--- config.mk ---
export PLATFORM = sky130hd
export DESIGN_NAME = mem_arbiter
export DESIGN_NICKNAME = d
export VERILOG_FILES = /design/src/rtl/mem_pkg.sv /design/src/rtl/arb_pick.sv /design/src/rtl/mem_arbiter.sv
export SDC_FILE = /design/constraint.sdc
export NUM_CORES = 1
export LEC_CHECK = 0
export CORE_MARGIN = 2
export CORE_UTILIZATION = 47
export CTS_BUF_LIST = sky130_fd_sc_hd__clkbuf_8
export DETAILED_ROUTE_END_ITERATION = 10
export PLACE_DENSITY = 0.8
export SLEW_MARGIN = 20
export SYNTH_ARGS = -nofsm -noshare
export SYNTH_HDL_FRONTEND = slang
export SYNTH_SLANG_ARGS = --single-unit
--- constraint.sdc ---
create_clock -name clock -period 2.7 [get_ports clock]
set_input_delay 0.54 -clock clock [delete_from_list [all_inputs] [get_ports clock]]
set_output_delay 0.54 -clock clock [all_outputs]
set_load 0.02 [all_outputs]
--- src/rtl/mem_pkg.sv ---
// Shared widths, response-state encoding and grant-vector bit positions for the
// instruction/data memory arbiter.
package mem_pkg;

  localparam int ADDR_W_DEF = 16;
  localparam int DATA_W_DEF = 16;

  // Bit positions inside the one-hot grant vector produced by arb_pick.
  localparam int GNT_F = 0;
  localparam int GNT_D = 1;

  typedef enum logic [1:0] {
    IDLE   = 2'd0,
    RESP_F = 2'd1,
    RESP_D = 2'd2
  } resp_state_e;

endpackage

--- src/rtl/arb_pick.sv ---
// Combinational two-way picker: data normally wins a collision, but yields to
// fetch when the previous grant already went to data.
module arb_pick
  import mem_pkg::*;
(
  input  logic       fetch_req,
  input  logic       data_req,
  input  logic       last_grant_data,
  output logic [1:0] grant
);

  always_comb begin
    grant = '0;
    if (data_req && (!fetch_req || !last_grant_data)) begin
      grant[GNT_D] = 1'b1;
    end else if (fetch_req) begin
      grant[GNT_F] = 1'b1;
    end
  end

endmodule

--- src/rtl/mem_arbiter.sv ---
// Shares one single-port memory between an instruction-fetch port and a
// load/store port, returning read data one cycle after the grant.
module mem_arbiter
  import mem_pkg::*;
#(
  parameter int ADDR_W = ADDR_W_DEF,
  parameter int DATA_W = DATA_W_DEF
) (
  input  logic              clock,
  input  logic              reset,
  input  logic              fetch_req,
  input  logic [ADDR_W-1:0] fetch_addr,
  output logic              fetch_gnt,
  output logic              fetch_valid,
  output logic [DATA_W-1:0] fetch_data,
  input  logic              data_req,
  input  logic              data_we,
  input  logic [ADDR_W-1:0] data_addr,
  input  logic [DATA_W-1:0] data_wdata,
  output logic              data_gnt,
  output logic              data_valid,
  output logic [DATA_W-1:0] data_rdata,
  output logic [ADDR_W-1:0] mem_addr,
  output logic [DATA_W-1:0] mem_wdata,
  output logic              mem_write,
  input  logic [DATA_W-1:0] mem_rdata,
  output resp_state_e       state_dbg
);

  // Handshake: a request is accepted in the cycle where req and gnt are both
  // high; req may drop afterwards. A read answers with exactly one valid
  // cycle on its own port in the following cycle; stores never answer.

  logic [1:0]        pick;
  logic              last_grant_data_q;
  logic              any_gnt;
  logic              read_gnt;
  logic [ADDR_W-1:0] gnt_addr;
  logic [ADDR_W-1:0] addr_q;

  logic              st_valid_q;
  logic [ADDR_W-1:0] st_addr_q;
  logic [DATA_W-1:0] st_data_q;
  logic              fwd_hit;
  logic              fwd_pend_q;
  logic [DATA_W-1:0] fwd_data_q;

  resp_state_e       state_q;
  resp_state_e       state_d;
  logic [DATA_W-1:0] resp_word;
  logic [DATA_W-1:0] fetch_hold_q;
  logic [DATA_W-1:0] data_hold_q;

  arb_pick u_arb_pick (
    .fetch_req       (fetch_req),
    .data_req        (data_req),
    .last_grant_data (last_grant_data_q),
    .grant           (pick)
  );

  // Reset masks the grants so nothing reaches the memory while it is preloaded.
  assign fetch_gnt = pick[GNT_F] & ~reset;
  assign data_gnt  = pick[GNT_D] & ~reset;
  assign any_gnt   = fetch_gnt | data_gnt;
  assign read_gnt  = fetch_gnt | (data_gnt & ~data_we);
  assign gnt_addr  = data_gnt ? data_addr : fetch_addr;

  assign mem_addr  = reset ? '0 : (any_gnt ? gnt_addr : addr_q);
  assign mem_wdata = data_wdata;
  assign mem_write = data_gnt & data_we;

  // A read granted right after a store to the same word returns the store data.
  assign fwd_hit = read_gnt & st_valid_q & (gnt_addr == st_addr_q);

  always_ff @(posedge clock) begin
    if (reset) begin
      addr_q            <= '0;
      last_grant_data_q <= 1'b0;
      st_valid_q        <= 1'b0;
      st_addr_q         <= '0;
      st_data_q         <= '0;
      fwd_pend_q        <= 1'b0;
      fwd_data_q        <= '0;
    end else begin
      if (any_gnt) begin
        addr_q            <= gnt_addr;
        last_grant_data_q <= data_gnt;
      end
      st_valid_q <= mem_write;
      if (mem_write) begin
        st_addr_q <= data_addr;
        st_data_q <= data_wdata;
      end
      fwd_pend_q <= fwd_hit;
      fwd_data_q <= st_data_q;
    end
  end

  always_ff @(posedge clock) begin
    if (reset) begin
      state_q <= IDLE;
    end else begin
      state_q <= state_d;
    end
  end

  always_comb begin
    state_d = IDLE;
    if (fetch_gnt) begin
      state_d = RESP_F;
    end else if (data_gnt && !data_we) begin
      state_d = RESP_D;
    end
  end

  assign state_dbg   = state_q;
  assign resp_word   = fwd_pend_q ? fwd_data_q : mem_rdata;
  assign fetch_valid = (state_q == RESP_F) & ~reset;
  assign data_valid  = (state_q == RESP_D) & ~reset;

  // Read data is live during the valid cycle and held in a register afterwards.
  assign fetch_data = reset ? '0 : (fetch_valid ? resp_word : fetch_hold_q);
  assign data_rdata = reset ? '0 : (data_valid ? resp_word : data_hold_q);

  always_ff @(posedge clock) begin
    if (reset) begin
      fetch_hold_q <= '0;
      data_hold_q  <= '0;
    end else begin
      if (fetch_valid) fetch_hold_q <= resp_word;
      if (data_valid)  data_hold_q  <= resp_word;
    end
  end

endmodule

==> reports/metrics.yaml, run 1 <==
timing:
  setup_slack_ns: 0.04002
  rsz0062_at_grt: "false"
  timing.final.hold_violations: 0
  finalMaxSlewViolations: 0
  timing.slew.headroom_pct: 71.47
  maxClockFrequency_mhz: 375.9
  fin_worst_skew_ns: 0.01343
  setup_violations: 0
  layout_worst_path_cycle_share_pct: 98.52
  tns_ns: 0
  tmin_final_ns: 2.660
  transition_time_of_the_tightest_slew_check_pin_ns: 0.4240
drt:
  routed-via-count: 3484
  dr.pass1.iters: 5
  dr_wl_met2_um: 5239
  final_routed_wire_length_divided_by_cell_count_um: 15.86
  detailedRoute.firstIterationViolations: 154
  drt-met1-wl_um: 4716
  top_sig_layer: "met4"
  met3_length_um: 572
  totalWireLength_um: 10740
  drt-vias-per-instance: 5.146
  drcViolationCount: 0
  ant_nets: 0
cells_and_area:
  final_area_sq_um: 5992
  final_layout_size_suffix_gt1_share_pct: 17.93
  antenna_cells: 0
  fill_cells: 724
  nets: 633
  layout-area-overhead-vs-synth_pct: 43.86
  finalNonFillerCells: 677
power_and_ir_drop:
  peakVddDrop_v: 0.0003979
  fin_total_pwr_uw: 3286
  power.density_nw_per_um2: 548.3
  power_leakage_uw: 0.002522
floorplan:
  die_span_in_x_um: 98.14
  num_io_pins: 140
  core-area_sq_um: 8678
  initial_utilization_pct: 48.00
  design.die.area_sq_um: 9631
  site_rows: 34
  chipHeight_um: 98.14
synthesis:
  distinct_cell_type_count_of_the_synthesized_netlist: 39
  synth_area_leaders: "sky130_fd_sc_hd__dfxtp_1 49%, sky130_fd_sc_hd__mux2i_1 9.9%, sky130_fd_sc_hd__nand3b_1 5.8%"
  synth-async-reset-ratio_pct: 0
  syn_avg_cell_area_sq_um: 9.778
  number_of_synthesized_flops_with_an_enable_pin: 0
  yosys_register_bits: 101
  yosysWarnings: 0
  post_synth_inst_count: 426
  synth_ff_type: "sky130_fd_sc_hd__dfxtp_1"
  yosysSeqAreaShare_pct: 48.54
  mappedNetlistArea_sq_um: 4165
  post-synth-top-area-cell: "sky130_fd_sc_hd__dfxtp_1"
  post_synth_most_frequent_cells: "101 x sky130_fd_sc_hd__dfxtp_1, 41 x sky130_fd_sc_hd__mux2i_1, 35 x sky130_fd_sc_hd__nand2_1, 34 x sky130_fd_sc_hd__o21ai_0, 32 x sky130_fd_sc_hd__nand3b_1"
  cell_with_the_most_instances_after_synthesis: "sky130_fd_sc_hd__dfxtp_1"
  synth.top_cell.area_share_pct: 48.54
  syn-num-nets: 495
global_routing:
  grt_start_max_net_pins: 43
  grt_antenna_before_repair: 0
  grt_first_pass_wirelength_um: 17220
  overflow: 0
  gr-usage-all-layers_pct: 22.17
  vias_in_the_first_global_route: 3465
status:
  status: "finished, final reports clean"
clock_tree:
  path_clk_slew_ns: 0.09
  htreeDepth: 3
  cts.hold.buffers_added: 0
  cts_bufs_inserted: 9
  clock_tree.root_cell: "sky130_fd_sc_hd__clkbuf_8"
  clock_sinks: 101
  buffer_count_from_post_cts_setup_fixing: 0
  clock_tree.buffer_depth: 2
  clock_latency_ns: 0.36
  cts_tree: "yes"
worst_hold_path:
  timing.hold.worst.class: "register to register"
job:
  max-cap-violations: 0
worst_setup_path:
  critPathMaxFanout: 24
  cp.required_ns: 2.16
  worstSetupPathType: "primary input to primary output"
  end_kind: "primary output"
  reg2reg_slack_ns: 0.42
  critical_path_arrival_ns: 2.12
  start_kind: "primary input"
place:
  place_worst_setup_slack_ns: -0.5810
  number_of_input_and_output_port_buffers_inserted: 139
  globalplace.congestion: 0.8873
  detailed_place_hpwl_um: 7774
  dpl.cell_count: 661
  placed_cell_area_sq_um: 5799
==> power by group <==
group / switching [uW] / internal [uW] / total [uW]
combinational: 274 / 287 / 561
sequential: 23.2 / 1560 / 1580
clock: 521 / 622 / 1140
==> layer usage <==
metal	global-route usage, %	vias to the layer above
li1	-	1733
met1	28.71	1619
met2	37.20	115
met3	4.438	17
met4	7.482	0
met5	0	-
==> registers in the layout, summed over array words and instances (netlist names) <==
name and count:
fetch_hold_q 16, st_addr_q 16, last_grant_data_q 1, data_hold_q 16
st_valid_q 1, fwd_data_q 16, state_dbg 2, addr_q 16
st_data_q 16, fwd_pend_q 1
==> logic make-up after synthesis <==
logic type / after synthesis / share of synthesized area, %
AND/OR/NAND/NOR: 121 / 16.19
AO/OA/AOI/OAI: 80 / 11.50
XOR/XNOR: 14 / 2.944
flip-flops: 101 / 48.54
buffers and inverters: 52 / 6.278
multiplexers: 58 / 14.54
==> placed cells by master, fill, tap and decap left out, drive strengths merged, types with 2 or more instances in the layout <==
master,Yosys,layout
a211oi,15,15
a21oi,21,21
a221oi,2,2
buf,23,48
bufinv,0,3
clkbuf,20,9
clkdlybuf4s15,0,2
clkdlybuf4s50,0,86
dfxtp,101,101
dlygate4sd2,0,30
dlymetal6s2s,0,4
inv,8,11
mux2,17,17
mux2i,41,41
nand2,37,37
nand2b,2,2
nand3b,32,32
nor2,22,22
nor2b,18,18
nor3,2,2
nor4,2,2
o211ai,2,2
o21ai,34,34
or2b,2,2
xnor2,10,10
xor2,4,4
==> final timing paths <==
kind                                                      from                         to  cells after the start
worst max-delay path                                 fetch_req                mem_addr[1]                      7
worst min-delay path                st_data_q[15]$_SDFFE_PP0P_  fwd_data_q[15]$_SDFF_PP0_                      1
worst max register to register  last_grant_data_q$_SDFFE_PP0N_      fwd_pend_q$_SDFF_PP0_                      7
worst min register to register      st_data_q[15]$_SDFFE_PP0P_  fwd_data_q[15]$_SDFF_PP0_                      1
==> area by class of cell <==
class	instances	area, sq um	area share (%)
repair buffers	170	1589	26.52
clock buffers	9	123.9	2.067
inverters	9	33.78	0.5638
well taps	108	135.1	2.255
clock inverters	7	121.4	2.025
flip-flops and latches	101	2022	33.74
multi-input cells	273	1967	32.83
==> critical path, cell delays in order <==
cell                              delay, ns
sky130_fd_sc_hd__clkdlybuf4s50_1       0.54
sky130_fd_sc_hd__nand2_1               0.14
sky130_fd_sc_hd__nand2_4               0.16
sky130_fd_sc_hd__buf_12                0.20
sky130_fd_sc_hd__nor2_1                0.06
sky130_fd_sc_hd__a211oi_1              0.25
sky130_fd_sc_hd__buf_2                 0.22
==> through the flow <==
step	utilization (%)	hold WS [ns]
2_1_floorplan	-	0.4456
3_3_place_gp	66.83	0.4502
3_5_place_dp	66.83	0.4554
4_1_cts	68.89	0.4682
5_1_grt	69.05	0.4784
6_report	69.05	0.4670
==> timing repair <==
item                                    in CTS  in global routing
endpoints found under the setup margin      47                 24
pin swaps                                    7                  2
gates resized for setup                    116                  7
Note: power is estimated with default switching activity, not from simulation.
==> run 2: changes to the inputs <==
--- a/config.mk
+++ b/config.mk
@@ -9,7 +9,7 @@
 export CORE_UTILIZATION = 47
 export CTS_BUF_LIST = sky130_fd_sc_hd__clkbuf_8
 export DETAILED_ROUTE_END_ITERATION = 10
-export PLACE_DENSITY = 0.8
+export PLACE_DENSITY_LB_ADDON = 0.05
 export SLEW_MARGIN = 20
 export SYNTH_ARGS = -nofsm -noshare
 export SYNTH_HDL_FRONTEND = slang
==> run 2 against run 1 <==
- via count rose by 0.46%
- flip-flop and latch count unchanged
- worst hold slack worse by 0.017 ns
- clock-buffer cell count unchanged
- critical path depth unchanged
- highest routed layer unchanged
==> reports/metrics.yaml, run 2 (synthesized netlist as in run 1, its figures left out) <==
power_and_ir_drop:
  power_leakage_uw: 0.002477  # -1.8%
  peakVddDrop_v: 0.0002996  # -25%
  fin_total_pwr_uw: 3057  # -7.0%
  power.density_nw_per_um2: 508.8  # -7.2%
cells_and_area:
  finalNonFillerCells: 681  # +0.59%
  fill_cells: 739  # +2.1%
  antenna_cells: 0  # unchanged
  layout.cells.most_common: "sky130_fd_sc_hd__dfxtp_1"
  final_util_pct: 69.23  # +0.19 points
  sequential_cell_area_sq_um: 2022  # unchanged
  mostFrequentLayoutCells: "101 x sky130_fd_sc_hd__dfxtp_1, 98 x sky130_fd_sc_hd__clkdlybuf4s50_1, 40 x sky130_fd_sc_hd__mux2i_1"
  nets: 638  # +0.79%
  final_layout_size_suffix_gt1_share_pct: 19.02  # +1.1 points
  layout-area-overhead-vs-synth_pct: 44.25
  multi_input_area_sq_um: 1976  # +0.44%
floorplan:
  initial_utilization_pct: 48.00  # unchanged
  site_rows: 34  # unchanged
  chipHeight_um: 98.14  # unchanged
  design.die.area_sq_um: 9631  # unchanged
  num_io_pins: 140  # unchanged
  core-area_sq_um: 8678  # unchanged
  die_span_in_x_um: 98.14  # unchanged
worst_setup_path:
  timing.critical_path.slowest_cell_delay_ns: 0.67  # +0.13 ns
  crit_chain: "buf_2, buf_4, nor2_1, nand2_1, buf_12, o21ai_0, clkdlybuf4s50_1"
  start_kind: "primary input"
  crit_family: "buffers and inverters"
  cp.required_ns: 2.16  # about the same
  cp_num_cells: 7  # unchanged
  number_of_cells_traversed_by_the_worst_register_to_register_path: 7  # unchanged
  critical_path_arrival_ns: 2.08  # -0.04 ns
  reg2reg_slack_ns: 0.67  # +0.25 ns
  path_buf_inv: 4  # +1
  end_kind: "primary output"
  critPathMaxFanout: 33  # +38%
  cpMaxStageDelayCell: "sky130_fd_sc_hd__clkdlybuf4s50_1"
  worstSetupPathType: "primary input to primary output"
global_routing:
  overflow: 0  # unchanged
  vias_in_the_first_global_route: 3474  # +0.26%
  grt_first_pass_wirelength_um: 16520  # -4.1%
  grt_start_max_net_pins: 48  # +12%
  grt_antenna_before_repair: 0  # unchanged
  gr-usage-all-layers_pct: 21.03  # -1.1 points
clock_tree:
  clock_latency_ns: 0.36  # about the same
  clock_sinks: 101  # unchanged
  clock_tree.buffer_depth: 2  # unchanged
  cts_tree: "yes"
  path_clk_slew_ns: 0.11  # +0.02 ns
  htreeDepth: 3  # unchanged
  cts_bufs_inserted: 9  # unchanged
  clock_tree.root_cell: "sky130_fd_sc_hd__clkbuf_8"
drt:
  drt-vias-per-instance: 5.140  # -0.13%
  met3_length_um: 611  # +6.8%
  drt-met1-wl_um: 4798  # +1.7%
  drcViolationCount: 0  # unchanged
  dr.pass1.iters: 4  # -1
  totalWireLength_um: 10390  # -3.2%
  detailedRoute.firstIterationViolations: 91  # -41%
  dr_wl_met2_um: 4814  # -8.1%
  top_sig_layer: "met4"
  routed-via-count: 3500  # +0.46%
  ant_nets: 0  # unchanged
  final_routed_wire_length_divided_by_cell_count_um: 15.26  # -3.8%
job:
  max-cap-violations: 0  # unchanged
worst_hold_path:
  timing.hold.worst.class: "register to register"
  min_path_cells: 1  # unchanged
timing:
  transition_time_of_the_tightest_slew_check_pin_ns: 0.4459  # +0.02194 ns
  maxClockFrequency_mhz: 381.3  # +1.4%
  rsz0062_at_grt: "false"
  setup_violations: 0  # unchanged
  fin_worst_skew_ns: 0.01573  # +0.002294 ns
  timing.final.hold_violations: 0  # unchanged
  tmin_final_ns: 2.622  # -0.03754 ns
  timing.slew.headroom_pct: 70.27  # -1.2 points
  finalMaxSlewViolations: 0  # unchanged
  fin_worst_hold_slack_ns: 0.4499  # -0.01711 ns
  layout_worst_path_cycle_share_pct: 97.13  # -1.4 points
place:
  number_of_input_and_output_port_buffers_inserted: 139  # unchanged
  detailed_place_hpwl_um: 7231  # -7.0%
  dpl.cell_count: 663  # +0.30%
  globalplace.congestion: 0.7859  # -11%
status:
  status: "finished, final reports clean"
-- run 2: cell count changes in the layout (fill, tap and decap cells not counted), sizes merged --
cell and delta:
clkinv +2, clkdlybuf4s50 +12, dlymetal6s2s +1, dlygate4sd2 -13
inv +1, clkbuf +3, buf +3, clkinvlp -1
clkdlybuf4s15 -1, bufinv -3
-- run 2: layout make-up --
type / instances / area share [%]
Clock buffer: 9 / 2.062
Sequential cell: 101 / 33.65
Multi-Input combinational cell: 273 / 32.88
Inverter: 9 / 0.5623
Timing Repair Buffer: 175 / 27.68
Tap cell: 108 / 2.249
Clock inverter: 6 / 0.9163
-- run 2: layer usage --
| metal | vias up | GRT usage [%] |
|---|---|---|
| li1 | 1741 | - |
| met1 | 1638 | 27.12 |
| met2 | 104 | 34.93 |
| met3 | 17 | 4.939 |
| met4 | 0 | 7.060 |
| met5 | - | 0 |
-- run 2: what timing repair did --
action | 4_1_cts | 5_1_grt
gates resized for setup | 93 | 21
hold buffers | 0 | 0
cloned | 0 | 1
pin swaps | 3 | 3
setup buffers | 1 | 1
endpoints found under the setup margin | 35 | 28
-- run 2: final timing paths --
kind	startpoint	end
hold / removal	st_data_q[2]$_SDFFE_PP0P_	fwd_data_q[2]$_SDFF_PP0_
setup / recovery	reset	data_rdata[15]
hold reg to reg	st_data_q[2]$_SDFFE_PP0P_	fwd_data_q[2]$_SDFF_PP0_
setup reg to reg	last_grant_data_q$_SDFFE_PP0N_	fwd_pend_q$_SDFF_PP0_
-- run 2: power breakdown --
part	total, uW	internal (uW)	switching (uW)
clock network	902	351	551
registers	1580	1560	22.3
logic	575	300	275
total	3060	2210	848
-- run 2: per-stage QoR --
| stage | worst slack, ns | setup TNS (ns) | area [sq um] |
|---|---|---|---|
| 2_1_floorplan | 0.1622 | 0 | 4210 |
| 3_3_place_gp | -0.4580 | -7.788 | 5814 |
| 3_5_place_dp | -0.5364 | -8.468 | 5814 |
| 4_1_cts | -0.009700 | -0.01395 | 5928 |
| 5_1_grt | 0.002929 | 0 | 6008 |
| 6_report | 0.07756 | 0 | 6008 |
-- run 2: worst register-to-register path: stages (launching register included) --
cell and delay, ns:
sky130_fd_sc_hd__dfxtp_1 0.38, sky130_fd_sc_hd__nand2_1 0.12, sky130_fd_sc_hd__nand2_4 0.13, sky130_fd_sc_hd__buf_12 0.15, sky130_fd_sc_hd__mux2_4 0.31, sky130_fd_sc_hd__a2111o_1 0.39
sky130_fd_sc_hd__nor4_1 0.27, sky130_fd_sc_hd__and4_1 0.22
==> run 3: changes to the inputs <==
--- a/config.mk
+++ b/config.mk
@@ -9,6 +9,7 @@
 export CORE_UTILIZATION = 47
 export CTS_BUF_LIST = sky130_fd_sc_hd__clkbuf_8
 export DETAILED_ROUTE_END_ITERATION = 10
+export GPL_TIMING_DRIVEN = 1
 export PLACE_DENSITY_LB_ADDON = 0.05
 export SLEW_MARGIN = 20
 export SYNTH_ARGS = -nofsm -noshare
==> results of run 3 <==
The final DEF is identical to that of run 2; final timing and power are the same.
